### src/rtl/serial_frame_tx_uc.sv
`default_nettype none
// ============================================================================
// Module      : serial_frame_tx_uc
// Description : Frame transmit controller. It sends N_BYTES through the serial
//               TX, then waits for the frame acknowledge with a timeout and a
//               bounded number of retries.
// Revision    : 1.0 - initial release
// ============================================================================
module serial_frame_tx_uc #(
    parameter int N_BYTES     = 4,
    parameter int TIMEOUT     = 50000,
    parameter int MAX_RETRIES = 3,
    parameter int CONTINUO    = 0,
    localparam int W_IDX      = (N_BYTES > 1) ? $clog2(N_BYTES) : 1,
    localparam int W_RET      = (MAX_RETRIES > 0) ? $clog2(MAX_RETRIES + 1) : 1
) (
    input  logic             clock,
    input  logic             reset,
    input  logic             transmite,
    input  logic             pronto_tx,
    input  logic             fim_rx,
    output logic             partida_tx,
    output logic             zera,
    output logic [W_IDX-1:0] indice_byte,
    output logic [W_RET-1:0] tentativas,
    output logic             fim_transmissao,
    output logic             erro,
    output logic [3:0]       db_estado
);

    localparam int W_TMO = $clog2(TIMEOUT);

    // State codes double as the debug display codes.
    localparam logic [3:0] c_INICIAL     = 4'h0;
    localparam logic [3:0] c_PREPARACAO  = 4'h1;
    localparam logic [3:0] c_PARTIDA     = 4'h2;
    localparam logic [3:0] c_AGUARDA_TX  = 4'h3;
    localparam logic [3:0] c_INCREMENTA  = 4'h4;
    localparam logic [3:0] c_ESPERA_RX   = 4'h5;
    localparam logic [3:0] c_RETENTATIVA = 4'h6;
    localparam logic [3:0] c_FALHA       = 4'hA;
    localparam logic [3:0] c_FINAL_TX    = 4'hF;

    localparam logic [W_IDX-1:0] c_IDX_LAST = W_IDX'(N_BYTES - 1);
    localparam logic [W_RET-1:0] c_RET_MAX  = W_RET'(MAX_RETRIES);
    localparam logic [W_TMO-1:0] c_TMO_LAST = W_TMO'(TIMEOUT - 1);

    logic [3:0]       r_estado;
    logic [3:0]       w_proximo;
    logic [W_IDX-1:0] r_indice;
    logic [W_RET-1:0] r_tentativas;
    logic [W_TMO-1:0] r_contador;
    logic             r_erro;
    logic             w_timeout;

    assign w_timeout = (r_contador == c_TMO_LAST);

    always_comb begin
        w_proximo = c_INICIAL;
        case (r_estado)
            c_INICIAL:     w_proximo = transmite ? c_PREPARACAO : c_INICIAL;
            c_PREPARACAO:  w_proximo = c_PARTIDA;
            c_PARTIDA:     w_proximo = c_AGUARDA_TX;
            c_AGUARDA_TX: begin
                if (!pronto_tx)
                    w_proximo = c_AGUARDA_TX;
                else if (r_indice == c_IDX_LAST)
                    w_proximo = c_ESPERA_RX;
                else
                    w_proximo = c_INCREMENTA;
            end
            c_INCREMENTA:  w_proximo = c_PARTIDA;
            c_ESPERA_RX: begin
                // An acknowledge takes precedence over a coincident timeout.
                if (fim_rx)
                    w_proximo = c_FINAL_TX;
                else if (!w_timeout)
                    w_proximo = c_ESPERA_RX;
                else if (r_tentativas == c_RET_MAX)
                    w_proximo = c_FALHA;
                else
                    w_proximo = c_RETENTATIVA;
            end
            c_RETENTATIVA: w_proximo = c_PARTIDA;
            c_FINAL_TX:    w_proximo = ((CONTINUO != 0) && transmite) ? c_PREPARACAO : c_INICIAL;
            c_FALHA:       w_proximo = c_INICIAL;
            default:       w_proximo = c_INICIAL;
        endcase
    end

    always_ff @(posedge clock or posedge reset) begin
        if (reset)
            r_estado <= c_INICIAL;
        else
            r_estado <= w_proximo;
    end

    always_ff @(posedge clock or posedge reset) begin
        if (reset) begin
            r_indice     <= '0;
            r_tentativas <= '0;
            r_erro       <= 1'b0;
        end else begin
            case (r_estado)
                c_PREPARACAO: begin
                    r_indice     <= '0;
                    r_tentativas <= '0;
                    r_erro       <= 1'b0;
                end
                c_INCREMENTA:  r_indice <= r_indice + W_IDX'(1);
                c_RETENTATIVA: begin
                    r_indice     <= '0;
                    r_tentativas <= r_tentativas + W_RET'(1);
                end
                c_FALHA:       r_erro <= 1'b1;
                default: ;
            endcase
        end
    end

    // Held at zero outside espera_rx, so every entry starts a fresh count.
    always_ff @(posedge clock or posedge reset) begin
        if (reset)
            r_contador <= '0;
        else if (r_estado == c_ESPERA_RX)
            r_contador <= r_contador + W_TMO'(1);
        else
            r_contador <= '0;
    end

    always_comb begin
        db_estado = 4'hE;
        case (r_estado)
            c_INICIAL, c_PREPARACAO, c_PARTIDA, c_AGUARDA_TX, c_INCREMENTA,
            c_ESPERA_RX, c_RETENTATIVA, c_FALHA, c_FINAL_TX: db_estado = r_estado;
            default: db_estado = 4'hE;
        endcase
    end

    assign partida_tx      = (r_estado == c_PARTIDA);
    assign zera            = (r_estado == c_PREPARACAO);
    assign fim_transmissao = (r_estado == c_FINAL_TX);
    assign indice_byte     = r_indice;
    assign tentativas      = r_tentativas;
    assign erro            = r_erro;

endmodule
`default_nettype wire
### config.mk
export PLATFORM = sky130hd
export DESIGN_NAME = serial_frame_tx_uc
export DESIGN_NICKNAME = d
export VERILOG_FILES = /design/src/rtl/serial_frame_tx_uc.sv
export SDC_FILE = /design/constraint.sdc
export NUM_CORES = 1
export LEC_CHECK = 0
export BUFFER_PORTS_ARGS = -buffer_cell sky130_fd_sc_hd__buf_4
export CORE_ASPECT_RATIO = 0.9
export CORE_MARGIN = 4
export CORE_UTILIZATION = 26
export CTS_CLUSTER_DIAMETER = 50
export DETAILED_ROUTE_END_ITERATION = 10
export GPL_ROUTABILITY_DRIVEN = 0
export HOLD_SLACK_MARGIN = 0.15
export PLACE_DENSITY_LB_ADDON = 0.25
export RECOVER_POWER = 50
export SYNTH_ARGS = -nofsm -noshare
export SYNTH_HDL_FRONTEND = slang
export SYNTH_SLANG_ARGS = --single-unit
### constraint.sdc
create_clock -name clock -period 4.75 [get_ports clock]
set_clock_uncertainty 0.15 [all_clocks]
set_input_delay 0.2375 -clock clock [delete_from_list [all_inputs] [get_ports clock]]
set_output_delay 0.2375 -clock clock [all_outputs]
set_load 0.02 [all_outputs]
==> metrics.md <==
| Metric | Value |
|---|---|
| Status | `complete, no violations` |
| Layout cells sized above 1 | `16.67%` |
| Cell row count | `25` |
| Net Sw Frac | `a little over two fifths` |
| Worst setup SP type | `flip-flop` |
| Port bufs | `16` |
| Crit-path cells | `nand2b_1 -> or3_1 -> o22ai_1` |
| Mapped Area | `approximately 0.0014 mm^2` |
| Top FF cell, synth | `dfrtp_1` |
| Pwr/cell area | `429.7 mW/mm^2` |
| Comb pwr share | `38.2%` |
| Max-slew headroom | `36.94%` |
| GRT Residual Overflow | `0` |
| Number of global-route vias before repair | `1097` |
| Die height | `78.27 um` |
| CTS tree | `done` |
| Share of Yosys cell area claimed by the top area cell type | `43.86%` |
| GRT Total Usage | `9.551%` |
| Critical path capture point type | `flip-flop` |
| Final min period | `1.965 ns` |
| Fin crit share | `41.38%` |
| Mapped Cells | `146` |
| Net Sw Power | `0.0002935 W` |
| Worst min-delay path class | `primary input to flip-flop` |
| Initial drt markers | `42` |
| Post-route ant nets | `0` |
| Clk sinks | `25` |
| Crit path max-delay family | `simple AND/OR/NAND/NOR gates` |
| Count leader, synth | `dfrtp_1` |
| FMAX | `approximately 0.51 GHz` |
| LEAKAGE | `0.6813 nW` |
| Total CTS buffers | `3` |
| Seq/Total Area, Yosys | `43.86%` |
| Max incr delay on CP | `around 0.63 ns` |
| I/O Pins | `17` |
| Routed len/inst | `12.56 um` |
| Peak supply drop | `between 0.0002 and 0.0003 V` |
| Netlist cell types | `40` |
| Final instance area | `0.001638 mm^2` |
| CP Buf/Inv Count | `0` |
| DR vias | `1068` |
| Max Slew Vio Count | `0` |
| Ant diodes | `0` |
| Synthesis-to-finish area growth | `14.82%` |
| H-tree depth | `1` |
| CP Max Fanout | `17` |
| Initial antenna violation count | `0` |
| Final setup violation count | `0` |
| RSZ-0062 raised after global routing | `false` |
| DIE WIDTH | `86.08 um` |
| Fill cell count | `556` |
| Post-synth EDFFs | `0` |
| Kind of critical path | `flip-flop to flip-flop` |
| Post-synth top cells | `dfrtp_1, nor2_1, xnor2_1, nand2_1` |
| Fin util | `30.98%` |
| MaxCap Viol Count | `0` |
| Synth Register Bits | `25` |
| Core area | `roughly 0.0053 mm^2` |
| Sequential Power Share | `~44%` |
| Worst path required time | `4.78 ns` |
| Routed Wire Length | `between 2000 and 3000 um` |
| Post-CTS Setup Bufs | `0` |
| Via-to-Cell Ratio | `between 4 and 5` |
| Clk_lat worst skew | `between 0.2 and 0.3 ns` |
| Worst-Margin Slew | `0.9449 ns` |
| Top cells by area, synth | `dfrtp_1, xnor2_1, nor2_1` |
| Yosys top cell by area | `dfrtp_1` |
| CP Data Arrival Time | `~2.0 ns` |
| Drt drc | `0` |
| Detailed Place HPWL | `2083 um` |
| Root Driver | `clkbuf_8` |
| Initial Utilization | `26.98%` |
| Global-route wire length before repair | `approximately 5200 um` |
| Largest net degree at the start of global routing | `26` |
| Synth async-reset ratio | `100.0%` |
| Mean area per synthesized cell | `9.770 um^2` |
| Die Footprint | `0.006737 mm^2` |
| Internal power | `0.0004102 W` |
| Nets | `171` |
| Mapped Nets | `154` |
| Clock transition at the registers of the reported paths | `0.09 ns` |
| Setup TNS | `0 ns` |
| Slowest cell on the critical path | `or3_1` |
| Fin. Hold Viols | `0` |
| Total iterations of the first detailed-routing run | `4` |
| DP Area | `0.001590 mm^2` |
| Yosys warning count | `0` |
| Clock power share | `18.0%` |
| Clock Path Buffers | `2` |
[power by group through the flow]
stage	Combinational, W	Clock (W)	Sequential [W]
global route	0.000302	0.000145	0.000316
finish	0.000269	0.000127	0.000308
global placement	0.000284	0	0.000308
floorplan	0.000207	0	0.000293
detailed placement	0.000284	0	0.000311
CTS	0.000286	0.000133	0.000308
[cell type report]
class | instances | area, um^2 | area share (%)
clock inverters | 1 | 5.005 | 0.3056
flip-flops and latches | 25 | 625.6 | 38.20
inverters | 7 | 26.28 | 1.604
well taps | 67 | 83.83 | 5.118
clock buffers | 3 | 41.29 | 2.521
multi-input cells | 108 | 734.5 | 44.84
repair buffers | 18 | 121.4 | 7.410
[metal layers]
metal / vias to the layer above / global-route usage, % / share of wire, %
met5: - / 0 / 0
met4: 0 / 1.424 / 0.59
met3: 4 / 3.043 / 5.2
met2: 30 / 15.25 / 44
met1: 499 / 12.86 / 50
li1: 535 / - / -
[stage by stage]
step | total power [W] | cells | hold WS, ns | setup slack, ns
after floorplan | 0.0004995 | 146 | 0.1148 | 3.128
after global placement | 0.0005914 | 223 | 0.3670 | 2.928
after detailed placement | 0.0005950 | 223 | 0.3740 | 2.814
after CTS | 0.0007273 | 229 | 0.1750 | 2.766
after global routing | 0.0007627 | 229 | 0.1931 | 2.639
final | 0.0007038 | 229 | 0.1714 | 2.785
[sequential cells by signal (all words and copies together), names as in the netlist]
register	count
erro	1
indice_byte	2
r_contador	16
r_estado	4
tentativas	2
[final timing paths]
check	cells past startpoint	from	slack [ns]	endpoint
hold reg to reg	2	erro	0.38	erro
hold / removal	3	pronto_tx	0.17	r_estado[2]
setup / recovery	3	r_estado[2]	2.78	r_estado[3]
min in group asynchronous	3	reset	0.59	r_estado[1]
max in group asynchronous	3	reset	3.28	erro
setup reg to reg	3	r_estado[2]	2.78	r_estado[3]
[cell usage in the layout (no fill, tap or decap), types with 3 or more instances in the layout]
master	count
xnor2_1	12
nand2_1	11
nand3_1	5
ha_1	3
o21ai_0	3
buf_4	10
dfrtp_1	25
nor2_1	24
clkbuf_1	5
clkbuf_8	3
nor3_1	7
inv_1	7
a21oi_1	4
[what timing repair did]
item / 4_1_cts / 5_1_grt
hold buffers: 2 / 0
hold endpoints to repair: 28 / 0
gates resized for setup: 0 / 0
[kinds of logic (layout without fill, tap and decap cells)]
family / count (synthesis) / after routing / share of synthesized area (%)
AND/OR/NAND/NOR: 72 / 72 / 31.40
flip-flops: 25 / 25 / 43.86
AO/OA/AOI/OAI: 18 / 18 / 8.070
XOR/XNOR: 14 / 14 / 8.597
buffers and inverters: 13 / 29 / 4.650
adder cells (fa/ha/maj): 3 / 3 / 2.632
multiplexers: 1 / 1 / 0.7894
[worst reg2reg max path, cell delays in order (launching register included)]
cell and delay, ns:
dfrtp_1 0.60, nand2b_1 0.20, or3_1 0.63, o22ai_1 0.29
Power figures use the tool's default switching activity.
